$ cat config.mk
export PLATFORM = sky130hd
export DESIGN_NAME = tt_um_sumador_acc
export DESIGN_NICKNAME = d
export VERILOG_FILES = /design/src/rtl/sumador_pkg.sv /design/src/rtl/sumador_if.sv /design/src/rtl/sumador_alu.sv /design/src/rtl/sumador_core.sv /design/src/rtl/tt_um_sumador_acc.sv
export SDC_FILE = /design/constraint.sdc
export NUM_CORES = 1
export LEC_CHECK = 0
export ABC_CLOCK_PERIOD_IN_PS = 4400
export BUFFER_PORTS_ARGS = -buffer_cell sky130_fd_sc_hd__buf_2
export CELL_PAD_IN_SITES_DETAIL_PLACEMENT = 1
export CELL_PAD_IN_SITES_GLOBAL_PLACEMENT = 1
export CORE_MARGIN = 2
export CORE_UTILIZATION = 41
export CTS_BUF_LIST = sky130_fd_sc_hd__clkbuf_8
export CTS_CLUSTER_SIZE = 20
export DETAILED_ROUTE_END_ITERATION = 7
export PLACE_DENSITY_LB_ADDON = 0.1
export SYNTH_ARGS = -nofsm -noshare
export SYNTH_HDL_FRONTEND = slang
export SYNTH_HIERARCHICAL = 1
export SYNTH_SLANG_ARGS = --single-unit
$ cat constraint.sdc
create_clock -name clk -period 4.4 [get_ports clk]
set_clock_uncertainty 0.2 [all_clocks]
set_input_delay 0.66 -clock clk [delete_from_list [all_inputs] [get_ports clk]]
set_output_delay 0.66 -clock clk [all_outputs]
set_load 0.01 [all_outputs]
$ cat src/rtl/sumador_pkg.sv
`default_nettype none
// ============================================================================
// Module : sumador_pkg
// Shared op/state encodings and uio pin positions for the add/acc tile.
// Rev    : 1.0
// ============================================================================
package sumador_pkg;

  typedef enum logic [1:0] {
    OP_ADD = 2'b00,
    OP_SUB = 2'b01,
    OP_ACC = 2'b10,
    OP_CLR = 2'b11
  } op_e;

  typedef enum logic [2:0] {
    ST_IDLE    = 3'd0,
    ST_LOAD    = 3'd1,
    ST_READY   = 3'd2,
    ST_COMPUTE = 3'd3,
    ST_OUT     = 3'd4
  } state_e;

  localparam int STB    = 0;
  localparam int START  = 1;
  localparam int OP_LSB = 2;
  localparam int BUSY   = 4;
  localparam int DONE   = 5;
  localparam int CARRY  = 6;
  localparam int OVF    = 7;

  localparam logic [7:0] UIO_OE_MASK = 8'hF0;

endpackage
`default_nettype wire

$ cat src/rtl/sumador_if.sv
`default_nettype none
// ============================================================================
// Module : sumador_if
// Tiny Tapeout user pin bundle (data, bidir status and enable).
// Rev    : 1.0
// ============================================================================
interface sumador_if;
  logic       ena;
  logic [7:0] ui_in;
  logic [7:0] uio_in;
  logic [7:0] uo_out;
  logic [7:0] uio_out;
  logic [7:0] uio_oe;

  modport master (
    output ena, ui_in, uio_in,
    input  uo_out, uio_out, uio_oe
  );

  modport slave (
    input  ena, ui_in, uio_in,
    output uo_out, uio_out, uio_oe
  );
endinterface
`default_nettype wire

$ cat src/rtl/sumador_alu.sv
`default_nettype none
// ============================================================================
// Module : sumador_alu
// Combinational WIDTH-bit add/subtract with carry and signed overflow.
// Rev    : 1.0
// ============================================================================
module sumador_alu
  import sumador_pkg::*;
#(
  parameter int WIDTH = 16
) (
  input  logic [WIDTH-1:0] a,
  input  logic [WIDTH-1:0] b,
  input  op_e              op,
  output logic [WIDTH-1:0] r,
  output logic             carry,
  output logic             ovf
);

  localparam int MSB = WIDTH - 1;

  logic [WIDTH:0] sum;
  logic [WIDTH:0] diff;

  always_comb begin
    sum   = {1'b0, a} + {1'b0, b};
    // Two's-complement subtract; the carry out is the no-borrow flag.
    diff  = {1'b0, a} + {1'b0, ~b} + {{WIDTH{1'b0}}, 1'b1};
    r     = '0;
    carry = 1'b0;
    ovf   = 1'b0;
    case (op)
      OP_ADD, OP_ACC: begin
        r     = sum[WIDTH-1:0];
        carry = sum[WIDTH];
        ovf   = (a[MSB] == b[MSB]) && (r[MSB] != a[MSB]);
      end
      OP_SUB: begin
        r     = diff[WIDTH-1:0];
        carry = diff[WIDTH];
        ovf   = (a[MSB] != b[MSB]) && (r[MSB] != a[MSB]);
      end
      default: begin
        r     = '0;
        carry = 1'b0;
        ovf   = 1'b0;
      end
    endcase
  end

endmodule
`default_nettype wire

$ cat src/rtl/sumador_core.sv
`default_nettype none
// ============================================================================
// Module : sumador_core
// Byte-serial operand load, single-cycle compute and byte-serial readout.
// Rev    : 1.0
// ============================================================================
module sumador_core
  import sumador_pkg::*;
#(
  parameter int WIDTH = 16
) (
  input  logic     clk,
  input  logic     rst_n,
  sumador_if.slave bus
);

  localparam int            NB        = WIDTH / 8;
  localparam int            CW        = $clog2(2 * NB);
  localparam logic [CW-1:0] LAST_LOAD = CW'(2 * NB - 1);
  localparam logic [CW-1:0] LAST_OUT  = CW'(NB - 1);

  state_e           state_q, state_d;
  logic [CW-1:0]    cnt_q, cnt_d;
  logic [WIDTH-1:0] a_q, a_d;
  logic [WIDTH-1:0] b_q, b_d;
  logic [WIDTH-1:0] acc_q, acc_d;
  logic [WIDTH-1:0] result_q, result_d;
  logic             carry_q, carry_d;
  logic             ovf_q, ovf_d;
  logic             stb_prev_q, stb_prev_d;
  op_e              op_q, op_d;

  logic             stb;
  logic             start;
  op_e              op_in;
  logic [WIDTH-1:0] alu_a, alu_b, alu_r;
  logic             alu_carry, alu_ovf;
  logic [7:0]       out_byte;
  logic [7:0]       status;
  logic             unused_uio;

  assign stb        = bus.uio_in[STB] & ~stb_prev_q;
  assign start      = bus.uio_in[START];
  assign op_in      = op_e'(bus.uio_in[OP_LSB +: 2]);
  assign unused_uio = &{1'b0, bus.uio_in[7:4]};

  // ACC adds operand A into the running accumulator; B is not used.
  assign alu_a = (op_q == OP_ACC) ? acc_q : a_q;
  assign alu_b = (op_q == OP_ACC) ? a_q   : b_q;

  sumador_alu #(.WIDTH(WIDTH)) u_alu (
    .a     (alu_a),
    .b     (alu_b),
    .op    (op_q),
    .r     (alu_r),
    .carry (alu_carry),
    .ovf   (alu_ovf)
  );

  always_ff @(posedge clk or negedge rst_n) begin
    if (!rst_n) begin
      state_q    <= ST_IDLE;
      cnt_q      <= '0;
      a_q        <= '0;
      b_q        <= '0;
      acc_q      <= '0;
      result_q   <= '0;
      carry_q    <= 1'b0;
      ovf_q      <= 1'b0;
      stb_prev_q <= 1'b0;
      op_q       <= OP_ADD;
    end else begin
      state_q    <= state_d;
      cnt_q      <= cnt_d;
      a_q        <= a_d;
      b_q        <= b_d;
      acc_q      <= acc_d;
      result_q   <= result_d;
      carry_q    <= carry_d;
      ovf_q      <= ovf_d;
      stb_prev_q <= stb_prev_d;
      op_q       <= op_d;
    end
  end

  always_comb begin
    state_d    = state_q;
    cnt_d      = cnt_q;
    a_d        = a_q;
    b_d        = b_q;
    acc_d      = acc_q;
    result_d   = result_q;
    carry_d    = carry_q;
    ovf_d      = ovf_q;
    stb_prev_d = stb_prev_q;
    op_d       = op_q;

    if (bus.ena) begin
      stb_prev_d = bus.uio_in[STB];
      case (state_q)
        ST_IDLE, ST_LOAD: begin
          if (stb) begin
            for (int k = 0; k < NB; k++) begin
              if (cnt_q == CW'(k))      a_d[8*k +: 8] = bus.ui_in;
              if (cnt_q == CW'(NB + k)) b_d[8*k +: 8] = bus.ui_in;
            end
            if (cnt_q == LAST_LOAD) begin
              state_d = ST_READY;
              cnt_d   = '0;
            end else begin
              state_d = ST_LOAD;
              cnt_d   = cnt_q + 1'b1;
            end
          end
        end
        ST_READY: begin
          if (start) begin
            op_d    = op_in;
            state_d = ST_COMPUTE;
          end
        end
        ST_COMPUTE: begin
          result_d = alu_r;
          carry_d  = alu_carry;
          ovf_d    = alu_ovf;
          if ((op_q == OP_ACC) || (op_q == OP_CLR)) acc_d = alu_r;
          cnt_d    = '0;
          state_d  = ST_OUT;
        end
        ST_OUT: begin
          if (stb) begin
            if (cnt_q == LAST_OUT) begin
              state_d = ST_IDLE;
              cnt_d   = '0;
            end else begin
              cnt_d = cnt_q + 1'b1;
            end
          end
        end
        default: begin
          state_d = ST_IDLE;
          cnt_d   = '0;
        end
      endcase
    end
  end

  always_comb begin
    out_byte = '0;
    for (int k = 0; k < NB; k++) begin
      if (cnt_q == CW'(k)) out_byte = result_q[8*k +: 8];
    end
    status        = '0;
    status[BUSY]  = (state_q == ST_COMPUTE);
    status[DONE]  = (state_q == ST_OUT);
    status[CARRY] = carry_q;
    status[OVF]   = ovf_q;
  end

  assign bus.uo_out  = (state_q == ST_OUT) ? out_byte : 8'h00;
  assign bus.uio_out = status;
  assign bus.uio_oe  = UIO_OE_MASK;

endmodule
`default_nettype wire

$ cat src/rtl/tt_um_sumador_acc.sv
`default_nettype none
// ============================================================================
// Module : tt_um_sumador_acc
// Tiny Tapeout top: WIDTH-bit add/sub/accumulate unit on the standard pins.
// Rev    : 1.0
// ============================================================================
module tt_um_sumador_acc #(
  parameter int WIDTH = 16
) (
  input  logic [7:0] ui_in,
  output logic [7:0] uo_out,
  input  logic [7:0] uio_in,
  output logic [7:0] uio_out,
  output logic [7:0] uio_oe,
  input  logic       ena,
  input  logic       clk,
  input  logic       rst_n
);

  sumador_if u_bus ();

  assign u_bus.ena    = ena;
  assign u_bus.ui_in  = ui_in;
  assign u_bus.uio_in = uio_in;
  assign uo_out       = u_bus.uo_out;
  assign uio_out      = u_bus.uio_out;
  assign uio_oe       = u_bus.uio_oe;

  sumador_core #(.WIDTH(WIDTH)) u_core (
    .clk   (clk),
    .rst_n (rst_n),
    .bus   (u_bus)
  );

endmodule
`default_nettype wire

# Word level (Yosys, flattened, before mapping)
# Cells that the tools add are included.
# word_totals
register_bits	74
inputBits	19
out_inout_bits	24
elab_cells	74
# classes
addsub	4
eq_ne	18
mux	19
bitwise	4
reduce_logical	17
# ops
cell	count
16-bit by 16-bit adder with 17-bit output	2
16-bit two-way mux	2
16-bit one-hot mux with 2 select lines	1
8-bit two-way mux	3
4-bit AND reduction	5
17-bit by 1-bit adder with 17-bit output, second input constant	1
16-bit NOT	1
3-bit two-way mux	4
3-bit one-hot mux with 4 select lines	1
2-bit two-way mux	5
2-bit equality test, second input constant	4
3-bit by 2-bit equality test with 1-bit output, second input constant	2
2-bit by 1-bit != test with 1-bit output, second input constant	3
2-bit one-hot mux with 3 select lines	1
3-bit AND reduction	2
5-bit AND reduction	1
2-bit by 1-bit equality test with 1-bit output, second input constant	2
2-bit zero test	2
1-bit one-hot mux with 2 select lines	2
2-bit OR reduction	2
3-bit by 1-bit equality test with 1-bit output, second input constant	1
3-bit equality test, second input constant	1
3-bit zero test	1
1-bit != test	3
8 further kinds	10

# Longest topological paths before layout
# Gate-level depths: netlist of run 1.
# depth
ltp_word	8
depth_mapped	15

# Cells and area by module
# Netlist of run 1, hierarchy kept.
# modules_own_cells
mod	instances	cells_each	area_each_um2	seq_area_each_um2
sumador_core	1	267	3764.9	1851.8
sumador_alu	1	282	1935.6	0.0

# Worst setup path after synthesis of run 1
# Ideal clock, no wire load.
# synth_timing
path_type	register to register
from	reg u_core.op_q[1]
to	reg u_core.carry_q
setup_ns	0.125
arrival_ns	3.313
required_time_ns	4.075
slack_ns	0.762
path_stages_with_launch	16
n_path_buf	2
period_less_slack_ns	3.638
path_cell_list	dfrtp_1 nand2b_1 clkbuf_1 buf_2 mux2_2 inv_1 ha_1 inv_1 fa_1 a21o_1 a311o_1 nand2_2 o221ai_2 a221o_1 a21o_1 mux2_2
# synth_between
elab_cells_between_ends	11
cone_classes	3 x add/sub; 2 x eq/ne; 3 x mux; 1 x bitwise; 2 x reduce/logical
# synth_rtl
item	line	rtl
from (decl)	sumador_core.sv:31	op_e op_q, op_d;
from (signal assigned)	sumador_core.sv:82	op_q <= op_d;
2-bit equality test (*)	sumador_core.sv:48	assign alu_a = (op_q == OP_ACC) ? acc_q : a_q;
16-bit two-way mux (*)	sumador_core.sv:48	
via u_core.alu_a[0]	sumador_core.sv:36	logic [WIDTH-1:0] alu_a, alu_b, alu_r;
16-bit by 16-bit adder with 17-bit output	sumador_alu.sv:28	diff = {1'b0, a} + {1'b0, ~b} + {{WIDTH{1'b0}}, 1'b1};
17-bit by 1-bit adder with 17-bit output	sumador_alu.sv:28	
1-bit one-hot mux with 2 select lines (*)	sumador_alu.sv:32	case (op)
via u_core.alu_carry	sumador_core.sv:37	logic alu_carry, alu_ovf;
to (signal assigned)	sumador_core.sv:79	carry_q <= carry_d;
to (decl)	sumador_core.sv:28	logic carry_q, carry_d;
# The timed path passes the listed nets; every way through them passes the cells marked *.
# A chain may end at the register's enable or synchronous reset.

# Worst setup path after layout of run 1
# layout_timing
from	reg u_core.op_q[1]
to	reg u_core.result_q[15]
# layout_between
elab_cells_between_ends	11
cone_classes	3 x add/sub; 2 x eq/ne; 3 x mux; 1 x bitwise; 2 x reduce/logical
# layout_rtl
item	line	rtl
2-bit equality test (*)	sumador_core.sv:48	
16-bit two-way mux (*)	sumador_core.sv:48	
via u_core.alu_a[8]	sumador_core.sv:36	
16-bit by 16-bit adder with 17-bit output	sumador_alu.sv:28	
17-bit by 1-bit adder with 17-bit output	sumador_alu.sv:28	
16-bit one-hot mux with 2 select lines (*)	sumador_alu.sv:32	
via u_core.alu_r[15]	sumador_core.sv:36	
to (signal assigned)	sumador_core.sv:78	result_q <= result_d;
to (decl)	sumador_core.sv:27	logic [WIDTH-1:0] result_q, result_d;
# Marked as above.

==> flow_metrics.env, run 1 <==
export IMPL_ys_ff_latch=74
export IMPL_floorplan_die_height_um=121.9
export IMPL_cts_htree_levels=3
export IMPL_drc_errors=0
export IMPL_cp_cell_sequence="nand2b_1 -> buf_4 -> mux2_2 -> ha_1 -> nor2b_1 -> a2111oi_2 -> nand4_1 -> nand2_1 -> mux2i_1 -> o211ai_1 -> mux2_2"
export IMPL_summed_instance_area_of_the_synthesized_netlist_um2=5700
export IMPL_max_cap_violations=0
export IMPL_avgViaCountPerCell=5.689
export IMPL_worst_path_largest_cell_delay_ns=0.49
export IMPL_post_layout_total_power_uw=4765
export IMPL_vdd_ir_drop_max_mv=0.3548
export IMPL_postCtsHoldBufs=0
export IMPL_mostFrequentLayoutCell="sky130_fd_sc_hd__dfrtp_1"
export IMPL_crit_path_max_fanout=22
export IMPL_via_total_after_detailed_routing=4227
export IMPL_reg2reg_depth=11
export IMPL_antennaDiodeCount=0
export IMPL_placeableCoreArea_um2=13720
export IMPL_initial_core_util=0.4155
export IMPL_final_antenna_net_count=0
export IMPL_worst_slew_pin_transition_ns=1.144
export IMPL_via_count_of_the_first_global_routing_pass=4506
export IMPL_final_max_slew_violation_count=0
export IMPL_grt_first_pass_wirelength_mm=25.34
export IMPL_worst_setup_path_start_kind="register"
export IMPL_global_route_overflow_total=0
export IMPL_crit_path_top_delay_cell="sky130_fd_sc_hd__a2111oi_2"
export IMPL_die_x_um=121.9
export IMPL_crit_reg2reg_launch="u_core/op_q[1]$_DFFE_PN0P_"
export IMPL_clk_pin_slew_worst_paths_ns=0.07
export IMPL_finalSetupViolations=0
export IMPL_routed_wl_mm=15.78
export IMPL_worst_setup_path_end_kind="register"
export IMPL_register_area_um2=1852
export IMPL_largest_net_degree_at_the_start_of_global_routing=75
export IMPL_timing_reg2reg_setup_slack_ns=0.45
export IMPL_final_nets=617
export IMPL_p_leak_uw=0.003045
export IMPL_post_cts_buffers=0
export IMPL_synth_lib_cells_used_distinct=76
export IMPL_synth_avg_cell_area_um2=10.38
export IMPL_clock_sink_count=74
export IMPL_path_class="register to register"
export IMPL_worst_r2r_endpoint="u_core/result_q[15]$_DFFE_PN0P_"
export IMPL_fill_cells=1544
export IMPL_fin_crit_sh=0.8973
export IMPL_synth_edff_count=0
export IMPL_power_density_nw_per_um2=792.0
export IMPL_clk_root_buffer_cell="sky130_fd_sc_hd__clkbuf_8"
export IMPL_globalRouteTotalUtil=0.2263
export IMPL_detail_route_iter0_violations=313
export IMPL_row_count=43
export IMPL_timing_critical_path_buf_inv=1
export IMPL_synth_cells=549
export IMPL_multi_input_comb_area_um2=3450
export IMPL_worst_path_top_cell_family_by_delay="multiplexers"
export IMPL_final_min_clock_period_ns=3.948
export IMPL_rsz_0062_raised_after_global_routing="no"
export IMPL_cp_common_cell="sky130_fd_sc_hd__mux2_2"
export IMPL_syn_to_layout_area_delta_pct=5.553
export IMPL_ys_warn_count=6
export IMPL_antenna_found_initial=0
export IMPL_run_status="complete, no violations"
export IMPL_critical_path_startpoint="u_core/op_q[1]$_DFFE_PN0P_"
export IMPL_asyncSetResetFlopFracSynth=1.000
export IMPL_die_footprint_um2=14860
export IMPL_worst_case_headroom_to_the_max_slew_limit=0.2376
export IMPL_drive_above_1_share=0.2913
export IMPL_clock_latency_ns=0.35
export IMPL_gpl_final_weighted_congestion=0.8822
export IMPL_hp_class="input port to asynchronous set/reset pin"
export IMPL_finalHoldViolCount=0
export IMPL_number_of_buffers_between_clock_root_and_the_deepest_sink=2
export IMPL_pre_cts_ws_ns=0.5082
export IMPL_cts_tree="done"
export IMPL_synth_yosys_seq_area_share=0.3248
export IMPL_design_portCount=43
export IMPL_cts_resized_gates=0
export IMPL_portBuffers=26
export IMPL_numCtsBuffers=9
export IMPL_dr_pass1_iters=4
export IMPL_critical_path_arrival_ns=3.99
export IMPL_post_route_worst_setup_slack_ns=0.4518
export IMPL_critical_path_required_ns=4.44
export IMPL_most_common_layout_cells="sky130_fd_sc_hd__dfrtp_1, sky130_fd_sc_hd__mux2_2, sky130_fd_sc_hd__nor2_1"
export IMPL_place_detailed_hpwl_mm=11.68
export IMPL_drt_wirelength_per_cell_um=21.24
export IMPL_setup_total_negative_slack_ns=0
export IMPL_synth_ff_type="sky130_fd_sc_hd__dfrtp_1"
export IMPL_max_freq_mhz=253.3
-- worst max path at each step --
stage	end	slack, ns	depth (start not counted)
after floorplan	u_core/carry_q$_DFFE_PN0P_	0.76	15
after CTS	u_core/acc_q[14]$_DFFE_PN0P_	0.48	11
final	u_core/result_q[15]$_DFFE_PN0P_	0.45	11
after global placement	u_core/result_q[15]$_DFFE_PN0P_	0.55	11
after global routing	u_core/acc_q[15]$_DFFE_PN0P_	0.22	11
after detailed placement	u_core/result_q[15]$_DFFE_PN0P_	0.51	11
-- cell families after synthesis --
group | synth area share
mux | 0.2237
xor+xnor | 0.01537
fa+ha+maj | 0.08604
flops | 0.3248
other cells | 0.001317
compound gates | 0.1613
buf+inv | 0.07660
simple gates | 0.1108
-- per-stage QoR --
step,cell area [um^2],instances,hold WS [ns],util
floorplan,5738,559,0.1644,-
global placement,5839,729,0.2787,0.4256
detailed placement,5839,729,0.2834,0.4256
CTS,6017,743,0.2776,0.4386
global route,6017,743,0.3110,0.4386
finish,6017,743,0.2494,0.4386
-- flip-flops by register name, indices dropped and copies added, names as in the netlist --
signal / count
u_core/a_q: 16
u_core/acc_q: 16
u_core/cnt_q: 2
u_core/b_q: 16
u_core/ovf_q: 1
u_core/carry_q: 1
u_core/stb_prev_q: 1
u_core/state_q: 3
u_core/op_q: 2
u_core/result_q: 16
-- synthesized netlist by cell type (all sizes together), types with 11 or more instances --
cell	instances	share of area
a22oi	11	0.014
dfrtp	74	0.32
ha	36	0.079
buf	32	0.045
a21o	12	0.016
mux2	101	0.22
nand2	17	0.016
nor2	42	0.029
nand2b	11	0.012
inv	39	0.026
o21ai	13	0.011
a21oi	28	0.025
-- per-layer routing --
metal  up-vias  GRT usage  wire (um)
met5         -          0          0
met4         0    0.05532        303
met3        19    0.04963        569
met2        71     0.3928       7720
met1      2156     0.2865       7187
li1       1981          -          -
-- report_power, final --
group	internal, uW	total, uW	switching, uW
clock network	244	488	244
logic	1290	3310	2020
registers	848	966	118
-- worst reg2reg max path, cell delays in order, from the launching register on --
cell                        delay (ns)
sky130_fd_sc_hd__dfrtp_1          0.39
sky130_fd_sc_hd__nand2b_1         0.17
sky130_fd_sc_hd__buf_4            0.36
sky130_fd_sc_hd__mux2_2           0.42
sky130_fd_sc_hd__ha_1             0.41
sky130_fd_sc_hd__nor2b_1          0.10
sky130_fd_sc_hd__a2111oi_2        0.49
sky130_fd_sc_hd__nand4_1          0.34
sky130_fd_sc_hd__nand2_1          0.25
sky130_fd_sc_hd__mux2i_1          0.21
sky130_fd_sc_hd__o211ai_1         0.17
sky130_fd_sc_hd__mux2_2           0.32
-- cell type report --
type,count,share of cell area
flip-flops and latches,74,0.3078
multi-input cells,405,0.5733
inverters,40,0.02495
well taps,180,0.03743
repair buffers,30,0.02703
clock buffers,12,0.02745
clock inverters,2,0.002079
Note: power is estimated with default switching activity, not from simulation.
==> inputs of run 2 (changes only) <==
--- a/config.mk
+++ b/config.mk
@@ -5,6 +5,7 @@
 export SDC_FILE = /design/constraint.sdc
 export NUM_CORES = 1
 export LEC_CHECK = 0
+export ABC_AREA = 1
 export ABC_CLOCK_PERIOD_IN_PS = 4400
 export BUFFER_PORTS_ARGS = -buffer_cell sky130_fd_sc_hd__buf_2
 export CELL_PAD_IN_SITES_DETAIL_PLACEMENT = 1
==> flow_metrics.env, run 2 <==
export IMPL_cts_tree="done"
export IMPL_layout_cell_area_non_filler_um2=6432
export IMPL_syn_to_layout_area_delta_pct=4.534
export IMPL_rsz_0062_raised_after_global_routing="no"
export IMPL_max_freq_mhz=277.8
export IMPL_critical_path_arrival_ns=3.69
export IMPL_post_cts_buffers=0
export IMPL_asyncSetResetFlopFracSynth=1.000
export IMPL_clock_latency_ns=0.38
export IMPL_numCtsBuffers=9
export IMPL_critical_path_required_ns=4.49
export IMPL_place_detailed_hpwl_mm=14.65
export IMPL_most_common_layout_cells="sky130_fd_sc_hd__nand2_1, sky130_fd_sc_hd__inv_1, sky130_fd_sc_hd__dfrtp_1"
export IMPL_dr_pass1_iters=4
export IMPL_portBuffers=26
export IMPL_clk_pin_slew_worst_paths_ns=0.09
export IMPL_final_util=0.4409
export IMPL_path_class="register to register"
export IMPL_yosys_area_top_type="sky130_fd_sc_hd__dfrtp_1"
export IMPL_design_portCount=43
export IMPL_drc_errors=0
export IMPL_postCtsHoldBufs=0
export IMPL_initial_core_util=0.4218
export IMPL_worst_setup_path_end_kind="register"
export IMPL_via_total_after_detailed_routing=5382
export IMPL_final_antenna_net_count=0
export IMPL_cts_htree_levels=3
export IMPL_worst_case_headroom_to_the_max_slew_limit=0.3540
export IMPL_synth_avg_cell_area_um2=7.308
export IMPL_synth_cells=842
export IMPL_synthMostInstantiatedCell="sky130_fd_sc_hd__nand2_1"
export IMPL_gpl_final_weighted_congestion=0.8966
export IMPL_mostFrequentLayoutCell="sky130_fd_sc_hd__nand2_1"
export IMPL_fill_cells=1904
export IMPL_drive_above_1_share=0.1782
export IMPL_final_nets=906
export IMPL_antenna_found_initial=0
export IMPL_drt_wirelength_per_cell_um=17.94
export IMPL_fin_crit_sh=0.8182
export IMPL_detail_route_iter0_violations=258
export IMPL_worst_setup_path_start_kind="register"
export IMPL_ys_ff_latch=74
export IMPL_cts_resized_gates=0
export IMPL_crit_path_max_fanout=34
export IMPL_final_max_slew_violation_count=0
export IMPL_clk_root_buffer_cell="sky130_fd_sc_hd__clkbuf_8"
export IMPL_final_min_clock_period_ns=3.600
export IMPL_worst_slew_pin_transition_ns=0.9690
export IMPL_largest_net_degree_at_the_start_of_global_routing=75
export IMPL_placed_cell_area_um2=6217
export IMPL_setup_total_negative_slack_ns=0
export IMPL_number_of_buffers_between_clock_root_and_the_deepest_sink=2
export IMPL_synth_common_cells="sky130_fd_sc_hd__nand2_1, sky130_fd_sc_hd__inv_1, sky130_fd_sc_hd__dfrtp_1"
export IMPL_floorplan_die_height_um=126.5
export IMPL_max_cap_violations=0
export IMPL_synth_yosys_seq_area_share=0.3009
export IMPL_finalHoldViolCount=0
export IMPL_die_footprint_um2=16000
export IMPL_synthDominantCellAreaShare=0.3009
export IMPL_grt_first_pass_wirelength_mm=30.15
export IMPL_summed_instance_area_of_the_synthesized_netlist_um2=6153
export IMPL_ys_warn_count=6
export IMPL_avgViaCountPerCell=5.190
export IMPL_synth_lib_cells_used_distinct=36
export IMPL_synth_edff_count=0
export IMPL_finalSetupViolations=0
export IMPL_via_count_of_the_first_global_routing_pass=5720
export IMPL_row_count=44
export IMPL_globalRouteTotalUtil=0.2429
export IMPL_run_status="complete, no violations"
export IMPL_antennaDiodeCount=0
export IMPL_die_x_um=126.5
export IMPL_netlist_top_cells_area="sky130_fd_sc_hd__dfrtp_1, sky130_fd_sc_hd__nand2_1, sky130_fd_sc_hd__ha_1, sky130_fd_sc_hd__inv_1, sky130_fd_sc_hd__mux2_2"
export IMPL_clock_sink_count=74
export IMPL_global_route_overflow_total=0
export IMPL_placeableCoreArea_um2=14590
export IMPL_synth_ff_type="sky130_fd_sc_hd__dfrtp_1"
export IMPL_routed_wl_mm=18.60
export IMPL_hp_class="input port to asynchronous set/reset pin"
==> run 2: worst paths after layout <==
check	start	depth (start not counted)	slack [ns]	end
worst max-delay path	u_core/op_q[0]$_DFFE_PN0P_	15	0.80	u_core/acc_q[8]$_DFFE_PN0P_
worst min-delay path	rst_n	1	0.22	u_core/stb_prev_q$_DFFE_PN0P_
worst max register to register	u_core/op_q[0]$_DFFE_PN0P_	15	0.80	u_core/acc_q[8]$_DFFE_PN0P_
worst min register to register	u_core/ovf_q$_DFFE_PN0P_	2	0.28	u_core/ovf_q$_DFFE_PN0P_
max in group asynchronous	rst_n	1	3.14	u_core/acc_q[5]$_DFFE_PN0P_
min in group clk	u_core/ovf_q$_DFFE_PN0P_	2	0.28	u_core/ovf_q$_DFFE_PN0P_
==> run 2: layout make-up <==
cell class              count  area [um^2]  share of cell area
clock buffers               9        123.9             0.01926
repair buffers             29        167.7             0.02606
well taps                 184        230.2             0.03579
flip-flops and latches     74         1852              0.2879
clock inverters             6        91.34             0.01420
multi-input cells         611         3502              0.5444
inverters                 124        465.4             0.07236
==> run 2: cells by family after synthesis <==
family	Yosys count	synth area share
compound gates	122	0.1314
fa+ha+maj	38	0.07971
xor+xnor	3	0.004271
buf+inv	167	0.1360
simple gates	406	0.2916
mux	30	0.05490
other cells	2	0.001220
flops	74	0.3009
==> run 2: metrics by stage <==
stage | hold WS [ns] | worst slack [ns] | cells
after floorplan | 0.1644 | 1.528 | 852
after global placement | 0.2487 | 0.8119 | 1022
after detailed placement | 0.2647 | 0.7946 | 1022
after CTS | 0.2617 | 0.7645 | 1037
after global routing | 0.2754 | 0.5404 | 1037
final | 0.2230 | 0.7999 | 1037
==> run 2: critical path, stage by stage, from the launching register on <==
cell                      delay [ns]
sky130_fd_sc_hd__dfrtp_1        0.63
sky130_fd_sc_hd__inv_1          0.11
sky130_fd_sc_hd__nand2_1        0.13
sky130_fd_sc_hd__buf_12         0.22
sky130_fd_sc_hd__mux2_2         0.38
sky130_fd_sc_hd__ha_1           0.53
sky130_fd_sc_hd__inv_1          0.13
sky130_fd_sc_hd__a21oi_2        0.28
sky130_fd_sc_hd__nand3_2        0.15
sky130_fd_sc_hd__nand2_1        0.10
sky130_fd_sc_hd__nand2_2        0.08
sky130_fd_sc_hd__nand2_1        0.06
sky130_fd_sc_hd__nand2_1        0.05
sky130_fd_sc_hd__o21ai_1        0.17
sky130_fd_sc_hd__inv_1          0.14
sky130_fd_sc_hd__o21ai_2        0.15
==> run 2: metal layers <==
metal / GRT usage / part of all wire / vias to the layer above
met3: 0.03290 / 0.030 / 22
li1: - / - / 2651
met4: 0.06917 / 0.020 / 0
met5: 0 / 0 / -
met1: 0.3051 / 0.45 / 2630
met2: 0.4347 / 0.50 / 79
Power of run 2 is not shown: default switching activity piles up to over one toggle a cycle in this logic, so the estimate is an artifact.
